$ cat config.mk
export PLATFORM = sky130hd
export DESIGN_NAME = fetch_prefetch_unit
export DESIGN_NICKNAME = d
export VERILOG_FILES = /design/src/rtl/fetch_prefetch_unit.sv
export SDC_FILE = /design/constraint.sdc
export NUM_CORES = 1
export LEC_CHECK = 0
export CORE_MARGIN = 10
export CORE_UTILIZATION = 50
export CTS_CLUSTER_SIZE = 25
export DETAILED_ROUTE_END_ITERATION = 8
export MAX_ROUTING_LAYER = met4
export PLACE_DENSITY = 0.75
export SLEW_MARGIN = 20
export SYNTH_ARGS = -nofsm -noshare
export SYNTH_HDL_FRONTEND = slang
export SYNTH_SLANG_ARGS = --single-unit
$ cat constraint.sdc
create_clock -name clk -period 9 [get_ports clk]
set_input_delay 2.25 -clock clk [delete_from_list [all_inputs] [get_ports clk]]
set_output_delay 2.25 -clock clk [all_outputs]
set_load 0.05 [all_outputs]
$ cat src/rtl/fetch_prefetch_unit.sv
// Instruction-fetch stage with an in-order prefetch queue between imem and decode.
// Redirects flush the queue and count in-flight responses that must be dropped.
module fetch_prefetch_unit #(
   parameter int unsigned     XLEN     = 32,
   parameter int unsigned     DEPTH    = 4,
   parameter logic [XLEN-1:0] RESET_PC = '0,
   parameter logic [31:0]     NOP_INSN = 32'h00000013
) (
   input  logic            clk,
   input  logic            rst,
   output logic            imem_req_valid,
   input  logic            imem_req_ready,
   output logic [XLEN-1:0] imem_req_addr,
   input  logic            imem_rsp_valid,
   input  logic [31:0]     imem_rsp_data,
   input  logic            redirect_valid,
   input  logic [XLEN-1:0] redirect_pc,
   output logic            valid_d,
   input  logic            ready_d,
   output logic [31:0]     instr_d,
   output logic [XLEN-1:0] pc_d,
   output logic [XLEN-1:0] pc_plus4_d
);

   localparam int unsigned AW = $clog2(DEPTH);
   localparam int unsigned CW = AW + 1;
   localparam logic [CW:0] DEPTH_W = (CW+1)'(DEPTH);

   typedef logic [AW-1:0] ptr_t;
   typedef logic [CW-1:0] cnt_t;

   logic [XLEN-1:0] fetchPc;
   logic [XLEN-1:0] pcQ [DEPTH];
   logic [31:0]     insnQ [DEPTH];
   logic [DEPTH-1:0] filledQ;

   ptr_t headPtr;
   ptr_t tailPtr;
   ptr_t fillIdx;
   cnt_t occ;
   cnt_t unfilled;
   cnt_t dropCnt;
   cnt_t redirDrop;

   logic [CW:0] inUse;
   logic [CW:0] dropSum;
   logic        reqFire;
   logic        fill;
   logic        drop;
   logic        pop;
   logic        headValid;
   logic [1:0]  unusedRedirLo;

   assign unusedRedirLo = redirect_pc[1:0];

   // Slots held by the queue plus responses still owed to a flushed stream.
   assign inUse = {1'b0, occ} + {1'b0, dropCnt};

   assign imem_req_valid = !rst && !redirect_valid
                           && (inUse < DEPTH_W);
   assign imem_req_addr  = fetchPc;
   assign reqFire        = imem_req_valid && imem_req_ready;

   // Unfilled entries are always the youngest ones, ending at the tail.
   assign fillIdx = tailPtr - ptr_t'(unfilled);
   assign drop    = imem_rsp_valid && (dropCnt != '0);
   assign fill    = imem_rsp_valid && (dropCnt == '0)
                    && (unfilled != '0);

   assign headValid = (occ != '0) && filledQ[headPtr];
   assign pop       = headValid && ready_d;

   assign dropSum   = {1'b0, dropCnt} + {1'b0, unfilled};
   assign redirDrop = (imem_rsp_valid && dropSum != '0)
                      ? cnt_t'(dropSum - 1'b1)
                      : cnt_t'(dropSum);

   always_comb begin
      valid_d    = headValid;
      instr_d    = NOP_INSN;
      pc_d       = '0;
      pc_plus4_d = '0;
      if (headValid) begin
         instr_d    = insnQ[headPtr];
         pc_d       = pcQ[headPtr];
         pc_plus4_d = pcQ[headPtr] + XLEN'(4);
      end
   end

   always_ff @(posedge clk) begin
      if (rst) begin
         fetchPc  <= RESET_PC;
         headPtr  <= '0;
         tailPtr  <= '0;
         occ      <= '0;
         unfilled <= '0;
         dropCnt  <= '0;
         filledQ  <= '0;
      end else if (redirect_valid) begin
         fetchPc  <= {redirect_pc[XLEN-1:2], 2'b00};
         headPtr  <= tailPtr;
         occ      <= '0;
         unfilled <= '0;
         dropCnt  <= redirDrop;
      end else begin
         if (reqFire) begin
            pcQ[tailPtr]     <= fetchPc;
            filledQ[tailPtr] <= 1'b0;
            tailPtr          <= tailPtr + ptr_t'(1);
            fetchPc          <= fetchPc + XLEN'(4);
         end
         if (fill) begin
            insnQ[fillIdx]   <= imem_rsp_data;
            filledQ[fillIdx] <= 1'b1;
         end
         if (drop) begin
            dropCnt <= dropCnt - cnt_t'(1);
         end
         if (pop) begin
            headPtr <= headPtr + ptr_t'(1);
         end
         occ      <= occ + cnt_t'(reqFire) - cnt_t'(pop);
         unfilled <= unfilled + cnt_t'(reqFire) - cnt_t'(fill);
      end
   end

endmodule
==> metrics.md, run 1 <==
| Metric | Value |
|---|---|
| Pin count of the biggest net entering global routing | 60 |
| Clock slew at reported path FFs | ~0.060 ns |
| CTS tree | done |
| Number of synthesized flops with an enable pin | between 200 and 250 |
| GRT Total Usage | 0.195 |
| Drt first pass iters | 8 |
| Post CTS Setup Buffer Count | 0 |
| Max Slew Vio Count | 0 |
| Io pins | 200 |
| Max Fclk | 142 MHz |
| Core Region | approximately 0.026 mm^2 |
| Drt via density | 5.97 |
| Die area | 0.0336 mm^2 |
| Met3 Use GR | 0.0308 |
| Yosys warns | 0 |
| WP data arrival | between 4 and 5 ns |
| Post-DRT Antenna Nets | 0 |
| Synth Area per Inst | 14.6 um^2 |
| DP Cell Count | 1,395 |
| Die span in y | roughly 180 um |
| Busiest grt layer | met2 |
| Register area share after synthesis | 0.633 |
| H-tree depth | 1 |
| HPWL after detailed placement | approximately 22,000 um |
| Initial Util | 0.509 |
| Die Width | approximately 180 um |
| Synth Instances | slightly above 900 |
| Resized cells post-CTS | 0 |
| Antenna Cells | 0 |
| Worst slew pin tran | 1.07 ns |
| Fillers | ~1,900 |
| Commonest cells after routing, fill and taps aside | 248 x edfxtp_1, 191 x clkdlybuf4s50_1, 61 x and3_1 |
| Critical Path End Type | output port |
| Max Cap Viol | 0 |
| Most common cell after layout, fill and taps aside | edfxtp_1 |
| Buffers added on ports | roughly 190 |
| Power Dens Cells | between 150 and 200 mW/mm^2 |
| Final Setup Violations | 0 |
| Worst VDD drop | ~0.14 mV |
| Share of layout cells above drive strength 1 | 0.116 |
| Peak fanout along the critical path | 34 |
| DRC viols | 0 |
| Via count | 8,642 |
| Final hold slack | 0.498 ns |
| CP Class | flip-flop to output port |
| CP Data Required Time | just under 7 ns |
| Wire per inst | approximately 23 um |
| Unique masters post-synth | 62 |
| Fin crit period | a little over 7 ns |
| Main flop type after synthesis | edfxtp_1 |
| Routed WL | around 33,000 um |
| Root Buffer | clkbuf_16 |
| Post-Synthesis Cell Area | around 0.013 mm^2 |
| Critical Path Source Type | flip-flop |
| Ys async rst share | 0 |
| Grt met2 use | 0.312 |
| Final worst path period share | 0.782 |
| Rows | roughly 60 |
| RSZ-0062 raised after global routing | false |
| LEAKAGE | roughly 0.0055 uW |
| GRT overflow | 0 |
| Worst-skew pair later-pin latency | ~0.54 ns |
| Cts bufs inserted | 29 |
| Non-Filler Instances | 1,447 |
| Status | finished, final reports clean |
| Initial antenna violation count | 0 |
| Grt met1 use | 0.257 |
| Max-slew headroom | 0.278 |
| Skew final | 0.0108 ns |
| Vias in the first global route | 8,705 |
| P&R area growth vs syn | 23.5% |
| HP Class | flip-flop to flip-flop |
| CTS Hold Bufs | 0 |
| Global-route wire length before repair | around 50,000 um |
| Total negative slack | 0 ns |
| Fin. Hold Viols | 0 |
| Max clock buf depth | 3 |
| Total clock sinks | ~300 |
| Nets@finish | roughly 1,200 |
| Yosys reg bits | between 200 and 300 |
| Initial drt markers | slightly above 800 |
| Placer's final routability congestion estimate | 0.855 |
==> state kept, by name, summed over array words and instances, names as in the netlist, named ones only <==
name           count
pcQ              120
occ                3
headPtr            2
dropCnt            3
tailPtr            2
insnQ            128
unfilled           3
filledQ            4
imem_req_addr     30
==> report_power, final <==
group	internal (uW)	switching, uW	total (uW)
Sequential	1510	37.8	1550
Clock	708	480	1190
Combinational	103	136	238
Total	2320	654	2970
==> per-stage QoR <==
step	cell area, um^2	util	total power (uW)	setup slack, ns
after floorplan	13300	-	1720	3.40
after global placement	15500	0.592	1810	2.49
after detailed placement	15500	0.592	1810	2.44
after CTS	16400	0.628	2990	1.87
after global routing	16400	0.629	3070	1.62
final	16400	0.629	2970	1.96
==> worst max-delay path, stage by stage, from the launching register on <==
cell and delay [ns]:
dfxtp_4 0.74, buf_4 0.64, mux4_1 0.45, nand4_2 0.19, or4_4 0.65, or4_1 0.53, a21oi_1 0.19, clkdlybuf4s50_1 0.83
==> worst paths after layout <==
| kind | from | end | slack [ns] | cells after the start |
|---|---|---|---|---|
| worst max-delay path | flip-flop | pc_plus4_d[31] | 1.96 | 7 |
| worst min-delay path | filledQ[2]$_SDFFE_PP0N_ | filledQ[2]$_SDFFE_PP0N_ | 0.50 | 2 |
| worst max register to register | dropCnt[1]$_SDFFE_PP0P_ | unfilled[2]$_SDFF_PP0_ | 4.75 | 12 |
| worst min register to register | filledQ[2]$_SDFFE_PP0N_ | filledQ[2]$_SDFFE_PP0N_ | 0.50 | 2 |
==> synthesized netlist by cell type, types with 11 or more instances <==
library cell	number	area (um^2)
a31oi_1	18	113
inv_1	25	93.8
xnor2_1	19	166
dfxtp_1	49	981
and3_1	61	382
clkbuf_1	40	150
nand3_1	18	90.1
nand4_1	17	106
ha_1	19	238
mux4_1	16	420
o21ai_0	23	115
and2_1	11	68.8
or3_1	14	87.6
nor2_1	50	188
a21oi_1	31	155
mux4_2	47	1060
edfxtp_1	248	7450
or4_1	11	82.6
nor3_1	12	60.1
nand2_1	49	184
==> metal layers <==
metal / up-vias / wire [um]
met3: 43 / 2250
met5: - / 0
met1: 4304 / 14000
li1: 3949 / -
met2: 346 / 15900
met4: 0 / 481
==> cells by family after synthesis <==
family                   count (synthesis)  synth area share
flip-flops                             297             0.633
XOR/XNOR                                27            0.0178
other                                    1          0.000282
multiplexers                            69             0.116
adder cells (fa/ha/maj)                 22            0.0224
AO/OA/AOI/OAI                          127            0.0617
AND/OR/NAND/NOR                        280             0.116
buffers and inverters                   88            0.0330
==> final cells by class <==
| type | instances | area, um^2 | share of cell area |
|---|---|---|---|
| clock inverters | 12 | 140 | 0.00852 |
| flip-flops and latches | 297 | 8430 | 0.513 |
| inverters | 27 | 101 | 0.00616 |
| multi-input cells | 531 | 4500 | 0.274 |
| repair buffers | 206 | 2040 | 0.124 |
| clock buffers | 39 | 803 | 0.0489 |
| well taps | 335 | 419 | 0.0255 |
Power figures use the tool's default switching activity.
==> inputs of run 2 (changes only) <==
- CORE_UTILIZATION: 50 -> 49
- PLACE_DENSITY: 0.75 -> 0.76
- clock period: 9 -> 5.9 ns (I/O delays scaled with it)
==> run 2 against run 1 <==
Effect of this change:
- core utilization fell by 1.2 points
- worst hold slack worse by 0.018 ns
- total power grew 56%
- die area up 1.8%
- clock skew grew 0.010 ns
- largest cell class unchanged
==> metrics.md, run 2 (synthesis gave the netlist of run 1 again) <==
| Metric | Value |
|---|---|
| DRC viols | 0 (unchanged) |
| LEAKAGE | 0.00563 uW (+1.7%) |
| Hold path start | filledQ[0]$_SDFFE_PP0N_ |
| Share of layout cells above drive strength 1 | 0.126 (+0.00955) |
| CP Class | flip-flop to output port |
| Placed Area | 0.0155 mm^2 (+0.26%) |
| Max-slew headroom | 0.371 (+0.0931) |
| Critical Path Source Type | flip-flop |
| Total clock sinks | 297 (unchanged) |
| P&R area growth vs syn | 24.6% |
| Cts bufs inserted | 30 (+3.4%) |
| Non-Filler Instances | 1,464 (+1.2%) |
| Wire per inst | 22.1 um (-2.1%) |
| Core Region | 0.0269 mm^2 (+2.8%) |
| Pin count of the biggest net entering global routing | 41 (-32%) |
| Die Width | 185 um (+0.90%) |
| Number of flip-flops in the largest register | 128 (unchanged) |
| Global-route wire length before repair | 49,400 um (-1.8%) |
| Crit path max-delay family | simple AND/OR/NAND/NOR gates |
| HPWL after detailed placement | 21,500 um (-0.96%) |
| Vias in the first global route | 8,508 (-2.3%) |
| Design area | 0.0166 mm^2 (+0.89%) |
| Die span in y | 185 um (+0.90%) |
| Drt first pass iters | 5 (-3) |
| Slowest CP cell | clkdlybuf4s50_1 |
| H-tree depth | 1 (unchanged) |
| Reg2Reg Launch Point | occ[1]$_SDFF_PP0_ |
| Max Fclk | around 180 MHz |
| Critical Path End Type | output port |
| Max Slew Vio Count | 0 (unchanged) |
| Drt via density | 5.96 (-0.26%) |
| GRT overflow | 0 (unchanged) |
| Rows | 60 (+1.7%) |
| WP data arrival | 4.16 ns (-0.63 ns) |
| Final worst path period share | 0.955 |
| Initial drt markers | 676 (-18%) |
| Worst slew pin tran | 0.936 ns (-0.139 ns) |
| Initial antenna violation count | 0 (unchanged) |
| Io pins | 200 (unchanged) |
| Worst-skew pair later-pin latency | 0.55 ns (about the same) |
| Nets@finish | 1,191 (+0.59%) |
| Commonest cells after routing, fill and taps aside | 248 x edfxtp_1, 188 x clkdlybuf4s50_1, 61 x and3_1 |
| Critical Path Max Stage Delay | 0.83 ns (about the same) |
| Fin crit period | 5.63 ns |
| Crit-path cells | mux4_1, ha_1, nand2_1, o22ai_1, nand3_2, or4_1, a21oi_1, clkdlybuf4s50_1 |
| Total negative slack | 0 ns (unchanged) |
| Antenna Cells | 0 (unchanged) |
| GRT Total Usage | 0.189 (-0.00538) |
| Clock slew at reported path FFs | 0.06 ns (about the same) |
| CP bufs+invs | 1 (-1) |
| Initial Util | 0.495 (-0.0141) |
| Final Setup Violations | 0 (unchanged) |
| Peak fanout along the critical path | 24 (-29%) |
| Via count | 8,721 (+0.91%) |
| Power Dens Cells | 279 mW/mm^2 (+54%) |
| Skew final | 0.0212 ns (+0.0105 ns) |
| Die area | 0.0342 mm^2 (+1.8%) |
| Final Power | 4630 uW (+56%) |
| Max Cap Viol | 0 (unchanged) |
| Most common cell after layout, fill and taps aside | edfxtp_1 |
| DP Cell Count | 1,406 (+0.79%) |
| HP Class | flip-flop to flip-flop |
| CTS tree | done |
| Routed WL | 32,400 um (-0.90%) |
| Root Buffer | clkbuf_16 |
| Post-DRT Antenna Nets | 0 (unchanged) |
| Max clock buf depth | 3 (unchanged) |
| RSZ-0062 raised after global routing | false |
| Placer's final routability congestion estimate | 0.833 (-2.6%) |
| Buffers added on ports | 191 (unchanged) |
| Status | finished, final reports clean |
| Worst VDD drop | 0.215 mV (+52%) |
| Reg with most FFs | insnQ |
| CP Data Required Time | 4.43 ns (-2.32 ns) |
| Fin. Hold Viols | 0 (unchanged) |
## run 2: final timing paths
path,cells after the start,end,slack (ns)
setup / recovery,8,pc_plus4_d[24],0.27
setup reg to reg,12,unfilled[2]$_SDFF_PP0_,2.51
hold reg to reg,2,filledQ[0]$_SDFFE_PP0N_,0.48
hold / removal,2,filledQ[0]$_SDFFE_PP0N_,0.48
## run 2: area by class of cell
| cell class | instances | area, um^2 |
|---|---|---|
| Clock buffer | 39 | 816 |
| Fill cell | 1984 | 10300 |
| Multi-Input combinational cell | 531 | 4500 |
| Inverter | 27 | 101 |
| Timing Repair Buffer | 212 | 2110 |
| Tap cell | 341 | 427 |
| Sequential cell | 297 | 8430 |
| Clock inverter | 17 | 196 |
## run 2: power breakdown
group	switching [uW]	internal (uW)	total (uW)	leakage [uW]
registers	54.7	2300	2350	0.00266
logic	208	158	366	0.00249
clock network	794	1120	1910	0.000481
## run 2: layer usage
layer  track usage  up-vias  wire length (um)
met3        0.0278       28              2290
met2         0.297      366             15700
met4        0.0328        0               325
met5             -        -                 0
met1         0.262     4348             14100
li1              -     3979                 -
## run 2: per-stage QoR
stage / worst slack, ns / hold slack [ns] / utilization
4_1_cts: 0.131 / 0.480 / 0.615
3_5_place_dp: 0.700 / 0.471 / 0.577
6_report: 0.266 / 0.479 / 0.617
5_1_grt: 0.0119 / 0.508 / 0.617
2_1_floorplan: 1.07 / 0.454 / -
3_3_place_gp: 0.721 / 0.464 / 0.577
## run 2: timing repair
action | CTS | global route
hold buffers | 0 | 0
gates resized for setup | 0 | 3
endpoints found under the setup margin | 0 | 6
buffers inserted | 0 | 0
## run 2: worst register-to-register path, stage by stage, from the launching register on
cell	delay, ns
dfxtp_1	0.45
ha_1	0.27
a311oi_1	0.51
and3_1	0.24
buf_4	0.29
clkinv_1	0.22
ha_1	0.32
inv_1	0.04
ha_1	0.18
fa_1	0.39
xnor2_1	0.17
xnor2_1	0.14
nor2_1	0.05
